--- config.mk ---
export PLATFORM = sky130hd
export DESIGN_NAME = keypad_matrix_scanner_flat
export DESIGN_NICKNAME = d
export VERILOG_FILES = /design/src/rtl/keypad_matrix_scanner_pkg.sv /design/src/rtl/keypad_matrix_scanner_if.sv /design/src/rtl/keypad_matrix_scanner_fifo.sv /design/src/rtl/keypad_matrix_scanner.sv /design/src/flat_wrapper.sv
export SDC_FILE = /design/constraint.sdc
export NUM_CORES = 1
export LEC_CHECK = 0
export BUFFER_PORTS_ARGS = -buffer_cell sky130_fd_sc_hd__buf_2
export CAP_MARGIN = 0
export CELL_PAD_IN_SITES_DETAIL_PLACEMENT = 1
export CELL_PAD_IN_SITES_GLOBAL_PLACEMENT = 1
export CORE_MARGIN = 2
export CORE_UTILIZATION = 48
export CTS_CLUSTER_SIZE = 14
export DETAILED_ROUTE_END_ITERATION = 12
export PLACE_DENSITY_LB_ADDON = 0.05
export SYNTH_ARGS = -nofsm -noshare
export SYNTH_HDL_FRONTEND = slang
export SYNTH_SLANG_ARGS = --single-unit
--- constraint.sdc ---
create_clock -name clk -period 3.3 [get_ports clk]
set_input_delay 0.495 -clock clk [delete_from_list [all_inputs] [get_ports clk]]
set_output_delay 0.495 -clock clk [all_outputs]
set_load 0.005 [all_outputs]
--- src/rtl/keypad_matrix_scanner_pkg.sv ---
// Shared types and sizing helpers for the keypad matrix scanner.
// Includes the FSM state and scan-result enums and the code-width function.
package keypad_pkg;

  typedef enum logic [1:0] {
    IDLE     = 2'd0,
    DEBOUNCE = 2'd1,
    PRESSED  = 2'd2,
    RELEASE  = 2'd3
  } scan_state_t;

  typedef enum logic [1:0] {
    NONE   = 2'd0,
    SINGLE = 2'd1,
    MULTI  = 2'd2
  } scan_res_t;

  function automatic int code_width(input int rows, input int cols);
    return (rows * cols < 2) ? 1 : $clog2(rows * cols);
  endfunction

  // Bits needed to hold values 0..max_val (at least one bit).
  function automatic int cnt_width(input int max_val);
    return (max_val < 1) ? 1 : $clog2(max_val + 1);
  endfunction

endpackage

--- src/rtl/keypad_matrix_scanner_if.sv ---
// Key-code queue handshake between the scanner (master) and the game logic (slave).
interface keypad_if #(
  parameter int CW = 4
) ();
  logic [CW-1:0] key_code;
  logic          key_valid;
  logic          key_ready;

  modport master (output key_code, output key_valid, input key_ready);
  modport slave  (input key_code, input key_valid, output key_ready);
endinterface

--- src/rtl/keypad_matrix_scanner_fifo.sv ---
// First-word fall-through key-code FIFO; occupancy uses one extra pointer bit.
// A push while full with no same-cycle pop is dropped and flagged on drop.
module key_fifo #(
  parameter int WIDTH = 4,
  parameter int DEPTH = 4
) (
  input  logic             clk,
  input  logic             rst_n,
  input  logic             push,
  input  logic [WIDTH-1:0] din,
  input  logic             pop,
  output logic [WIDTH-1:0] dout,
  output logic             full,
  output logic             empty,
  output logic             drop
);

  localparam int AW = (DEPTH < 2) ? 1 : $clog2(DEPTH);

  logic [AW:0]      wr_q, wr_d, rd_q, rd_d;
  logic [WIDTH-1:0] mem_q [DEPTH];
  logic [WIDTH-1:0] mem_d [DEPTH];
  logic             pop_ok_s, push_ok_s;

  assign empty     = (wr_q == rd_q);
  assign full      = (wr_q[AW] != rd_q[AW]) && (wr_q[AW-1:0] == rd_q[AW-1:0]);
  assign pop_ok_s  = pop && !empty;
  assign push_ok_s = push && (!full || pop_ok_s);
  assign drop      = push && !push_ok_s;
  assign dout      = mem_q[rd_q[AW-1:0]];

  // Next-state pointers and storage.
  always_comb begin
    mem_d = mem_q;
    wr_d  = wr_q;
    rd_d  = rd_q;
    if (push_ok_s) begin
      mem_d[wr_q[AW-1:0]] = din;
      wr_d                = wr_q + {{AW{1'b0}}, 1'b1};
    end else begin
      wr_d = wr_q;
    end
    if (pop_ok_s) begin
      rd_d = rd_q + {{AW{1'b0}}, 1'b1};
    end else begin
      rd_d = rd_q;
    end
  end

  // FIFO state registers.
  always_ff @(posedge clk or negedge rst_n) begin
    if (!rst_n) begin
      wr_q <= {(AW + 1){1'b0}};
      rd_q <= {(AW + 1){1'b0}};
      for (int i = 0; i < DEPTH; i++) begin
        mem_q[i] <= {WIDTH{1'b0}};
      end
    end else begin
      wr_q  <= wr_d;
      rd_q  <= rd_d;
      mem_q <= mem_d;
    end
  end

endmodule

--- src/rtl/keypad_matrix_scanner.sv ---
// Matrix keypad scanner: one-cold column strobe, synchronised row sampling,
// per-scan debounce FSM with multi-key rejection and auto-repeat, queued key codes.
module keypad_matrix_scanner
  import keypad_pkg::*;
#(
  parameter int NUM_ROWS     = 4,
  parameter int NUM_COLS     = 4,
  parameter int SCAN_DIV     = 4,
  parameter int STABLE_SCANS = 2,
  parameter int HOLD_REPEAT  = 0,
  parameter int FIFO_DEPTH   = 4
) (
  input  logic                clk,
  input  logic                rst_n,
  input  logic [NUM_ROWS-1:0] row,
  output logic [NUM_COLS-1:0] col,
  keypad_if.master            kbus,
  output logic                key_pressed,
  output logic                multi_err,
  output logic                overflow
);

  localparam int CW = code_width(NUM_ROWS, NUM_COLS);
  localparam int DW = cnt_width(SCAN_DIV - 1);
  localparam int IW = cnt_width(NUM_COLS - 1);
  localparam int SW = cnt_width(STABLE_SCANS) + 1;
  localparam int RW = cnt_width(HOLD_REPEAT) + 1;
  localparam logic [NUM_COLS-1:0] COL_ONE = {{(NUM_COLS - 1){1'b0}}, 1'b1};

  logic [DW-1:0]       div_q, div_d;
  logic [IW-1:0]       idx_q, idx_d;
  logic [NUM_COLS-1:0] col_q, col_d;
  logic [NUM_ROWS-1:0] sync1_q, sync2_q;
  logic [1:0]          hit_cnt_q, hit_cnt_d;
  logic [CW-1:0]       hit_code_q, hit_code_d;
  scan_state_t         state_q, state_d;
  logic [CW-1:0]       cand_q, cand_d;
  logic [SW-1:0]       cnt_q, cnt_d;
  logic [RW-1:0]       rep_q, rep_d;
  logic                key_pressed_q, key_pressed_d;
  logic                multi_err_q, multi_err_d;
  logic                overflow_q, overflow_d;

  logic                last_dwell_s, scan_end_s, push_s;
  logic [1:0]          col_hits_s, tot_hits_s;
  logic [CW-1:0]       col_code_s, tot_code_s, fifo_dout_s;
  scan_res_t           res_s;
  logic                fifo_full_s, fifo_empty_s, fifo_drop_s;

  assign col            = col_q;
  assign key_pressed    = key_pressed_q;
  assign multi_err      = multi_err_q;
  assign overflow       = overflow_q;
  assign kbus.key_code  = fifo_dout_s;
  assign kbus.key_valid = ~fifo_empty_s;

  // Dwell/column counters and the accumulated per-scan hit summary.
  always_comb begin
    last_dwell_s = (div_q == DW'(SCAN_DIV - 1));
    scan_end_s   = last_dwell_s && (idx_q == IW'(NUM_COLS - 1));
    div_d        = last_dwell_s ? {DW{1'b0}} : div_q + {{(DW - 1){1'b0}}, 1'b1};
    if (scan_end_s) begin
      idx_d = {IW{1'b0}};
    end else if (last_dwell_s) begin
      idx_d = idx_q + {{(IW - 1){1'b0}}, 1'b1};
    end else begin
      idx_d = idx_q;
    end
    col_d = ~(COL_ONE << idx_d);

    col_hits_s = 2'd0;
    col_code_s = {CW{1'b0}};
    for (int r = 0; r < NUM_ROWS; r++) begin
      if (!sync2_q[r] && (col_hits_s == 2'd0)) begin
        col_code_s = CW'(r * NUM_COLS + int'(idx_q));
        col_hits_s = 2'd1;
      end else if (!sync2_q[r]) begin
        col_hits_s = 2'd2;
      end else begin
        col_hits_s = col_hits_s;
      end
    end

    // Hit count saturates at two: anything beyond one key is simply "multi".
    if (hit_cnt_q == 2'd0) begin
      tot_hits_s = col_hits_s;
    end else if (col_hits_s == 2'd0) begin
      tot_hits_s = hit_cnt_q;
    end else begin
      tot_hits_s = 2'd2;
    end
    tot_code_s = (hit_cnt_q == 2'd0) ? col_code_s : hit_code_q;

    case (tot_hits_s)
      2'd0:    res_s = NONE;
      2'd1:    res_s = SINGLE;
      default: res_s = MULTI;
    endcase

    if (scan_end_s) begin
      hit_cnt_d  = 2'd0;
      hit_code_d = {CW{1'b0}};
    end else if (last_dwell_s) begin
      hit_cnt_d  = tot_hits_s;
      hit_code_d = tot_code_s;
    end else begin
      hit_cnt_d  = hit_cnt_q;
      hit_code_d = hit_code_q;
    end
  end

  // Debounce / hold / release FSM, evaluated once per completed scan.
  always_comb begin
    state_d = state_q;
    cand_d  = cand_q;
    cnt_d   = cnt_q;
    rep_d   = rep_q;
    push_s  = 1'b0;
    if (scan_end_s) begin
      case (state_q)
        IDLE: begin
          if (res_s == SINGLE) begin
            cand_d = tot_code_s;
            cnt_d  = SW'(1);
            rep_d  = {RW{1'b0}};
            if (STABLE_SCANS == 1) begin
              push_s  = 1'b1;
              state_d = PRESSED;
            end else begin
              state_d = DEBOUNCE;
            end
          end else begin
            cnt_d = {SW{1'b0}};
          end
        end
        DEBOUNCE: begin
          if ((res_s == SINGLE) && (tot_code_s == cand_q)) begin
            if (int'(cnt_q) + 1 >= STABLE_SCANS) begin
              push_s  = 1'b1;
              state_d = PRESSED;
              cnt_d   = {SW{1'b0}};
              rep_d   = {RW{1'b0}};
            end else begin
              cnt_d = cnt_q + SW'(1);
            end
          end else begin
            state_d = IDLE;
            cnt_d   = {SW{1'b0}};
          end
        end
        PRESSED: begin
          if ((res_s == SINGLE) && (tot_code_s == cand_q)) begin
            if (HOLD_REPEAT == 0) begin
              rep_d = {RW{1'b0}};
            end else if (int'(rep_q) + 1 >= HOLD_REPEAT) begin
              push_s = 1'b1;
              rep_d  = {RW{1'b0}};
            end else begin
              rep_d = rep_q + RW'(1);
            end
          end else begin
            state_d = RELEASE;
            cnt_d   = SW'(1);
            rep_d   = {RW{1'b0}};
          end
        end
        RELEASE: begin
          if (res_s == NONE) begin
            if (int'(cnt_q) + 1 >= STABLE_SCANS) begin
              state_d = IDLE;
              cnt_d   = {SW{1'b0}};
            end else begin
              cnt_d = cnt_q + SW'(1);
            end
          end else if ((res_s == SINGLE) && (tot_code_s == cand_q)) begin
            state_d = PRESSED;
            cnt_d   = {SW{1'b0}};
            rep_d   = {RW{1'b0}};
          end else begin
            cnt_d = SW'(1);
          end
        end
        default: begin
          state_d = IDLE;
          cnt_d   = {SW{1'b0}};
          rep_d   = {RW{1'b0}};
        end
      endcase
    end else begin
      push_s = 1'b0;
    end
    key_pressed_d = (state_d == PRESSED) || (state_d == RELEASE);
    multi_err_d   = scan_end_s && (res_s == MULTI);
    overflow_d    = fifo_drop_s && fifo_full_s;
  end

  // Scanner, synchroniser and FSM registers.
  always_ff @(posedge clk or negedge rst_n) begin
    if (!rst_n) begin
      div_q         <= {DW{1'b0}};
      idx_q         <= {IW{1'b0}};
      col_q         <= ~COL_ONE;
      sync1_q       <= {NUM_ROWS{1'b1}};
      sync2_q       <= {NUM_ROWS{1'b1}};
      hit_cnt_q     <= 2'd0;
      hit_code_q    <= {CW{1'b0}};
      state_q       <= IDLE;
      cand_q        <= {CW{1'b0}};
      cnt_q         <= {SW{1'b0}};
      rep_q         <= {RW{1'b0}};
      key_pressed_q <= 1'b0;
      multi_err_q   <= 1'b0;
      overflow_q    <= 1'b0;
    end else begin
      div_q         <= div_d;
      idx_q         <= idx_d;
      col_q         <= col_d;
      sync1_q       <= row;
      sync2_q       <= sync1_q;
      hit_cnt_q     <= hit_cnt_d;
      hit_code_q    <= hit_code_d;
      state_q       <= state_d;
      cand_q        <= cand_d;
      cnt_q         <= cnt_d;
      rep_q         <= rep_d;
      key_pressed_q <= key_pressed_d;
      multi_err_q   <= multi_err_d;
      overflow_q    <= overflow_d;
    end
  end

  key_fifo #(
    .WIDTH (CW),
    .DEPTH (FIFO_DEPTH)
  ) u_fifo (
    .clk   (clk),
    .rst_n (rst_n),
    .push  (push_s),
    .din   (cand_d),
    .pop   (kbus.key_ready),
    .dout  (fifo_dout_s),
    .full  (fifo_full_s),
    .empty (fifo_empty_s),
    .drop  (fifo_drop_s)
  );

endmodule
--- src/flat_wrapper.sv ---
// flat-port wrapper written by rule: the top's interface ports become plain ports
module keypad_matrix_scanner_flat import keypad_pkg::*;
#(
  parameter int NUM_ROWS     = 4,
  parameter int NUM_COLS     = 4,
  parameter int SCAN_DIV     = 4,
  parameter int STABLE_SCANS = 2,
  parameter int HOLD_REPEAT  = 0,
  parameter int FIFO_DEPTH   = 4
)
  (clk, rst_n, row, col, key_pressed, multi_err, overflow, kbus_key_code, kbus_key_valid, kbus_key_ready);
  keypad_if kbus_i ();
  input  logic clk;
  input  logic rst_n;
  input  logic [NUM_ROWS-1:0] row;
  output logic [NUM_COLS-1:0] col;
  output logic key_pressed;
  output logic multi_err;
  output logic overflow;
  output wire logic [$bits(kbus_i.key_code)-1:0] kbus_key_code;
  output wire logic [$bits(kbus_i.key_valid)-1:0] kbus_key_valid;
  input wire logic [$bits(kbus_i.key_ready)-1:0] kbus_key_ready;
  assign kbus_key_code = kbus_i.key_code;
  assign kbus_key_valid = kbus_i.key_valid;
  assign kbus_i.key_ready = kbus_key_ready;
  keypad_matrix_scanner #(.NUM_ROWS(NUM_ROWS), .NUM_COLS(NUM_COLS), .SCAN_DIV(SCAN_DIV), .STABLE_SCANS(STABLE_SCANS), .HOLD_REPEAT(HOLD_REPEAT), .FIFO_DEPTH(FIFO_DEPTH)) u_core (.clk(clk), .rst_n(rst_n), .row(row), .col(col), .kbus(kbus_i), .key_pressed(key_pressed), .multi_err(multi_err), .overflow(overflow));
endmodule
==> results.cfg, run 1 <==
[outcome]
status = completed

[synth]
yosys.cell_types.count = 52
synth.top_cells.by_count = sky130_fd_sc_hd__dfrtp_1 (45), sky130_fd_sc_hd__inv_1 (37), sky130_fd_sc_hd__nand2_1 (23)
average_cell_area_after_synthesis_um2 = 11.05
synth_seq_cells = 56
synth_cells = 267
postSynth.topFlopCell = sky130_fd_sc_hd__dfrtp_1
syn_area_um2 = 2950
area_share_of_the_largest_cell_type_after_synthesis_pct = 38.17
synthDominantAreaCellType = sky130_fd_sc_hd__dfrtp_1
yosysWarnings = 0
synth-async-reset-ratio_pct = 100.0
synth.most_common_cell = sky130_fd_sc_hd__dfrtp_1
synth.top_cells.by_area = sky130_fd_sc_hd__dfrtp_1 (38%), sky130_fd_sc_hd__dfstp_2 (9.8%), sky130_fd_sc_hd__mux2i_1 (7.5%)
synth_enable_flop_cells = 0
part_of_the_yosys_area_used_for_sequential_elements_pct = 47.96
synthesized_net_count = 286

[detailed_routing]
detailedRoute.firstPassIterationCount = 4
route.vias.total = 1980
final_antenna_net_count = 0
detail_route.drc_violations = 0
detail_route.wl_per_cell_um = 16.29
topRoutingLayerUsed = met4
wl_met3_um = 111
detail_route.iter0.violations = 121
via_per_inst = 5.440
postRouteWirelength_um = 5930
met1Wirelength_um = 2835
wl_met2_um = 2919

[sta]
report.final.hold_viol_count = 0
fin_crit_ps = 3053
period_share_pct = 92.51
worst-slew-pin-transition_ps = 645.2
finalMaxSlewViolations = 0
setup_violations = 0
timing.slew.headroom_pct = 56.83
fin_worst_skew_ps = 12.12
grt_setup_unrepaired = no
fmax_mhz = 327.6
timing.hold.ws_ps = 107.0
setup-tns-final_ps = 0

[setup_path]
crit_chain = inv_1, ha_1, or4b_4, nand3_2, mux2i_1, a211o_4, nor4_4, mux2i_1
timing.reg2reg.setup_slack_ps = 250
critical_path_buf_inv_count = 1
cell_repeated_most_along_the_worst_path = sky130_fd_sc_hd__mux2i_1
worstReg2RegEnd = u_core.u_fifo.mem_q[0]
cp.required_ps = 3540
worstPathArrival_ps = 3300
crit_path_max_cell_delay_ps = 580
r2r_start = u_core.sync2_q[0]
worst_r2r_path_depth = 8
cpMaxStageDelayCell = sky130_fd_sc_hd__or4b_4
cp_top_family = simple AND/OR/NAND/NOR gates
cp-end-kind = flip-flop
timing.setup.critical_path_class = flip-flop to flip-flop
worstSetupStartpointType = flip-flop
worst-path-max-fanout = 6

[floorplan]
placement_rows = 28
die_w_um = 82.40
initial_utilization_pct = 49.83
core_area_um2 = 5921
die-area_um2 = 6790
io_pins = 19
die_y_um = 82.40

[finish]
diodes = 0
area.growth.synth_to_final_pct = 9.415
finish.utilization_pct = 54.52
drive_gt1_share_pct = 22.15
finalNetCount = 307

[clocking]
cts-root-to-sink-buffers = 2
clkSinkCount = 56
setup_buffers_after_cts = 0
clk_latency_ps = 320
clockRootBuffer = sky130_fd_sc_hd__clkbuf_8
cts_resized = 0
cts.hold.buffers_added = 0
h-tree-depth = 2
numCtsBuffers = 5
cts_tree = built
clkSlewWorstSetupHoldPaths_ps = 110

[global_route]
grt_max_degree = 39
antenna_violations_before_repair = 0
number_of_global_route_vias_before_repair = 2047
grt.overflow.total = 0
gr-usage-all-layers_pct = 20.10
global_route_wire_length_before_repair_um = 10230

[power_and_ir_drop]
max-vdd-ir-drop_uv = 368.6
fin_total_pwr_uw = 1396
p_per_area_nw_per_um2 = 432.6
leakage_uw = 0.001524

[hold_path]
hold_class = input pin to asynchronous set/reset pin

[placed_design]
place.gp.congestion = 0.8446
dp_wirelength_um = 4407
io_buffer_count = 18

[run]
max_cap_violations = 0
==> worst reg2reg max path, stage by stage (launching register included) <==
cell,delay (ps)
sky130_fd_sc_hd__dfstp_2,570
sky130_fd_sc_hd__inv_1,50
sky130_fd_sc_hd__ha_1,340
sky130_fd_sc_hd__or4b_4,590
sky130_fd_sc_hd__nand3_2,150
sky130_fd_sc_hd__mux2i_1,170
sky130_fd_sc_hd__a211o_4,370
sky130_fd_sc_hd__nor4_4,510
sky130_fd_sc_hd__mux2i_1,250
==> worst max path at each step <==
stage                                 start                      to  cells after the start
after detailed placement  u_core.sync2_q[0]  u_core.u_fifo.mem_q[0]                      8
after CTS                 u_core.sync2_q[0]  u_core.u_fifo.mem_q[0]                      8
after global routing      u_core.sync2_q[0]  u_core.u_fifo.mem_q[3]                      8
after global placement    u_core.sync2_q[0]  u_core.u_fifo.mem_q[3]                      8
final                     u_core.sync2_q[0]  u_core.u_fifo.mem_q[0]                      8
after floorplan           u_core.sync2_q[0]  u_core.u_fifo.mem_q[0]                      9
==> flip-flops by register name, indices dropped and copies added, names as in the netlist <==
name                 flops
u_core.col               4
u_core.state_q           2
u_core.multi_err         1
u_core.idx_q             2
u_core.sync1_q           4
u_core.key_pressed       1
u_core.u_fifo.rd_q       3
u_core.u_fifo.mem_q     16
u_core.div_q             2
u_core.sync2_q           4
u_core.cand_q            4
u_core.overflow          1
u_core.cnt_q             3
u_core.hit_code_q        4
u_core.u_fifo.wr_q       3
u_core.hit_cnt_q         2
==> per-stage QoR <==
stage	cells	setup WS (ps)	cell area, µm²
global placement	356	217.4	3128
CTS	364	120.4	3219
floorplan	267	419.7	2950
detailed placement	356	140.8	3128
finish	364	247.3	3228
global route	364	122.0	3228
==> placed cells by master (no fill, tap or decap), drive strengths merged, types with 3 or more instances in the layout <==
cell	Yosys	routed
nand3	9	9
mux2i	22	22
clkbuf	4	5
nor2	12	12
nor4	6	6
nand2b	4	4
o21ai	9	9
mux4	4	4
xor2	3	3
xnor2	8	8
a21oi	5	5
dfstp	11	11
nor3	5	5
o31ai	3	3
nand2	24	24
a21boi	3	3
buf	3	21
ha	12	12
inv	37	38
dfrtp	45	45
nor2b	3	3
mux2	3	3
a22o	3	3
==> power by group <==
part           switching, µW  internal [µW]  total, µW
Clock                    239            153        392
Sequential              62.3            722        784
Combinational            115            105        221
==> per-layer routing <==
metal	GRT usage, %	vias to the layer above
met5	0	-
met4	6.000	0
met3	3.261	6
met2	31.94	19
met1	28.33	994
li1	-	961
==> area by class of cell <==
cell class,count,area [µm²]
timing repair buffer,21,112.6
multi-input combinational,167,1376
fill,652,2693
sequential,56,1415
tap,75,93.84
clock buffer,5,68.82
inverter,37,138.9
clock inverter,3,22.52
==> cells by family after synthesis <==
logic type,count (synthesis),synth area share (%)
muxes,29,11.66
and+or+nand+nor,73,15.23
xor gates and xnor gates,11,3.266
adders and majority gates,12,5.089
buffers and inverters,44,5.682
DFF,56,47.96
AOI/OAI and AO/OA,42,11.11
(Power assumes the default switching activity.)
==> run 2: changes to the inputs <==
--- a/config.mk
+++ b/config.mk
@@ -7,10 +7,8 @@
 export LEC_CHECK = 0
 export BUFFER_PORTS_ARGS = -buffer_cell sky130_fd_sc_hd__buf_2
 export CAP_MARGIN = 0
-export CELL_PAD_IN_SITES_DETAIL_PLACEMENT = 1
-export CELL_PAD_IN_SITES_GLOBAL_PLACEMENT = 1
 export CORE_MARGIN = 2
-export CORE_UTILIZATION = 48
+export CORE_UTILIZATION = 50
 export CTS_CLUSTER_SIZE = 14
 export DETAILED_ROUTE_END_ITERATION = 12
 export PLACE_DENSITY_LB_ADDON = 0.05
==> run 2 against run 1 <==
Against the previous run:
- critical path depth increased by 1
- clock skew decreased by 1.5 ps
- first-iteration DRC count increased by 3.3%
- sequential power about the same
- register-to-register slack got worse by 80 ps
- worst setup slack got worse by 81 ps
- utilization increased by 3.0 points
- global-route usage decreased by 1.0 points
- sequential share of layout area about the same
- hold slack improved by 130 ps
- wire length decreased by 8.2%
- critical endpoint is now u_core.u_fifo.mem_q[1]
==> results.cfg, run 2 (same netlist as run 1, synthesis figures left out) <==
[power_and_ir_drop]
switchingPower_uw = 409.5
swShare_pct = 29.43
p_seq_share_pct = 56.2
internal_cell_power_uw = 981.8
leakage_uw = 0.001519
max-vdd-ir-drop_uv = 404.0
p_per_area_nw_per_um2 = 431.3
fin_total_pwr_uw = 1391
power.share.combinational_pct = 15.5
power_frac_clock_pct = 28.3

[setup_path]
timing.setup.critical_path_class = flip-flop to flip-flop
timing.reg2reg.setup_slack_ps = 170
worstPathArrival_ps = 3380
critical_path.startpoint = u_core.sync2_q[0]
cp-end-kind = flip-flop
worst-path-max-fanout = 6
r2r_start = u_core.sync2_q[0]
crit_chain = inv_1, ha_1, or4b_1, nand3_1, xor2_1, a211o_4, nor4_4, buf_4, mux2i_1
cp.required_ps = 3540
crit_path_max_cell_delay_ps = 650
cpMaxStageDelayCell = sky130_fd_sc_hd__or4b_1
worst_r2r_path_depth = 9
timing.critical_path.to = u_core.u_fifo.mem_q[1]
worstSetupStartpointType = flip-flop
worstReg2RegEnd = u_core.u_fifo.mem_q[1]

[sta]
fin_worst_skew_ps = 10.65
report.final.hold_viol_count = 0
timing.hold.ws_ps = 235.7
setup_violations = 0
finalMaxSlewViolations = 0
worst-slew-pin-transition_ps = 746.3
setup-tns-final_ps = 0
period_share_pct = 94.95
fmax_mhz = 319.1
grt_setup_unrepaired = yes
fin_crit_ps = 3133
timing.slew.headroom_pct = 50.25

[floorplan]
placement_rows = 27
initial_utilization_pct = 52.61
die_y_um = 80.82
core_area_um2 = 5608
die-area_um2 = 6531
die_w_um = 80.82
io_pins = 19

[clocking]
clk_latency_ps = 310
clkSlewWorstSetupHoldPaths_ps = 110
cts-root-to-sink-buffers = 2
numCtsBuffers = 5
clkSinkCount = 56
cts_resized = 0
h-tree-depth = 2
clockRootBuffer = sky130_fd_sc_hd__clkbuf_8
cts_tree = built
cts.hold.buffers_added = 0

[detailed_routing]
detail_route.wl_per_cell_um = 15.04
final_antenna_net_count = 0
detailedRoute.firstPassIterationCount = 4
detail_route.drc_violations = 0
postRouteWirelength_um = 5443
route.vias.total = 1937
via_per_inst = 5.351
detail_route.iter0.violations = 125

[global_route]
global_route_wire_length_before_repair_um = 9390
number_of_global_route_vias_before_repair = 1923
gr-usage-all-layers_pct = 19.05
grt_max_degree = 35
antenna_violations_before_repair = 0
grt.overflow.total = 0

[outcome]
status = completed

[run]
max_cap_violations = 0

[finish]
layout_common_cells = sky130_fd_sc_hd__dfrtp_1 (45), sky130_fd_sc_hd__inv_1 (37), sky130_fd_sc_hd__nand2_1 (23)
diodes = 0
finish.utilization_pct = 57.52
area.growth.synth_to_final_pct = 9.330
layout_commonest_cell = sky130_fd_sc_hd__dfrtp_1
number_of_flip_flops_under_the_largest_register_name = 16
drive_gt1_share_pct = 21.72
largest-register = u_core.u_fifo.mem_q
finalNetCount = 308
layout.cell_area.non_filler_um2 = 3226

[placed_design]
dp_wirelength_um = 4038
postPlaceCellArea_um2 = 3124
io_buffer_count = 18
place.gp.congestion = 0.8491

[hold_path]
hold_class = input pin to asynchronous set/reset pin
[run 2: worst max-delay path: cells and delay by family, from the launching register on]
| family | cells | cell delay (ps) |
|---|---|---|
| AO/OA/AOI/OAI | 1 | 420 |
| XOR/XNOR | 1 | 110 |
| adder cells (fa/ha/maj) | 1 | 340 |
| buffers and inverters | 2 | 250 |
| flip-flops | 1 | 570 |
| multiplexers | 1 | 190 |
| AND/OR/NAND/NOR | 3 | 1180 |
[run 2: what timing repair did]
item / in CTS / in global routing
setup buffers: 0 / 1
setup endpoints to repair: 0 / 5
hold endpoints to repair: 0 / 0
[run 2: worst min-delay path by stage]
stage / slack, ps / depth (start not counted) / endpoint / from
global placement: 350 / 0 / u_core.sync2_q[2] / u_core.sync1_q[2]
floorplan: 200 / 0 / u_core.cand_q[0] / rst_n
global route: 240 / 1 / u_core.sync1_q[2] / row[2]
detailed placement: 350 / 0 / u_core.sync2_q[1] / u_core.sync1_q[1]
finish: 240 / 1 / u_core.u_fifo.mem_q[9] / rst_n
CTS: 250 / 1 / u_core.u_fifo.mem_q[8] / rst_n
[run 2: area by class of cell]
cell class | instances | area, µm²
Clock buffer | 5 | 68.82
Clock inverter | 3 | 25.02
Tap cell | 72 | 90.09
Fill cell | 522 | 2382
Sequential cell | 56 | 1415
Multi-Input combinational cell | 167 | 1368
Inverter | 37 | 138.9
Timing Repair Buffer | 22 | 120.1
[run 2: routing by layer]
layer / vias to the layer above / share of wire (%) / track usage (%)
met1: 949 / 50 / 26.20
met5: - / 0 / 0
met4: 0 / 1.5 / 6.780
li1: 962 / - / -
met3: 6 / 2.4 / 3.667
met2: 20 / 46 / 30.25
[run 2: power by group through the flow]
| stage | Sequential [µW] | Clock [µW] | Combinational (µW) |
|---|---|---|---|
| final | 782 | 394 | 215 |
| after global routing | 790 | 437 | 244 |
| after CTS | 785 | 409 | 219 |
| after detailed placement | 798 | 0 | 218 |
| after global placement | 796 | 0 | 218 |
| after floorplan | 763 | 0 | 191 |
[run 2: through the flow]
stage / worst slack [ps] / cells
global route: -0.02709 / 362
CTS: 103.4 / 361
finish: 166.6 / 362
detailed placement: 113.5 / 353
global placement: 205.5 / 353
floorplan: 419.7 / 267
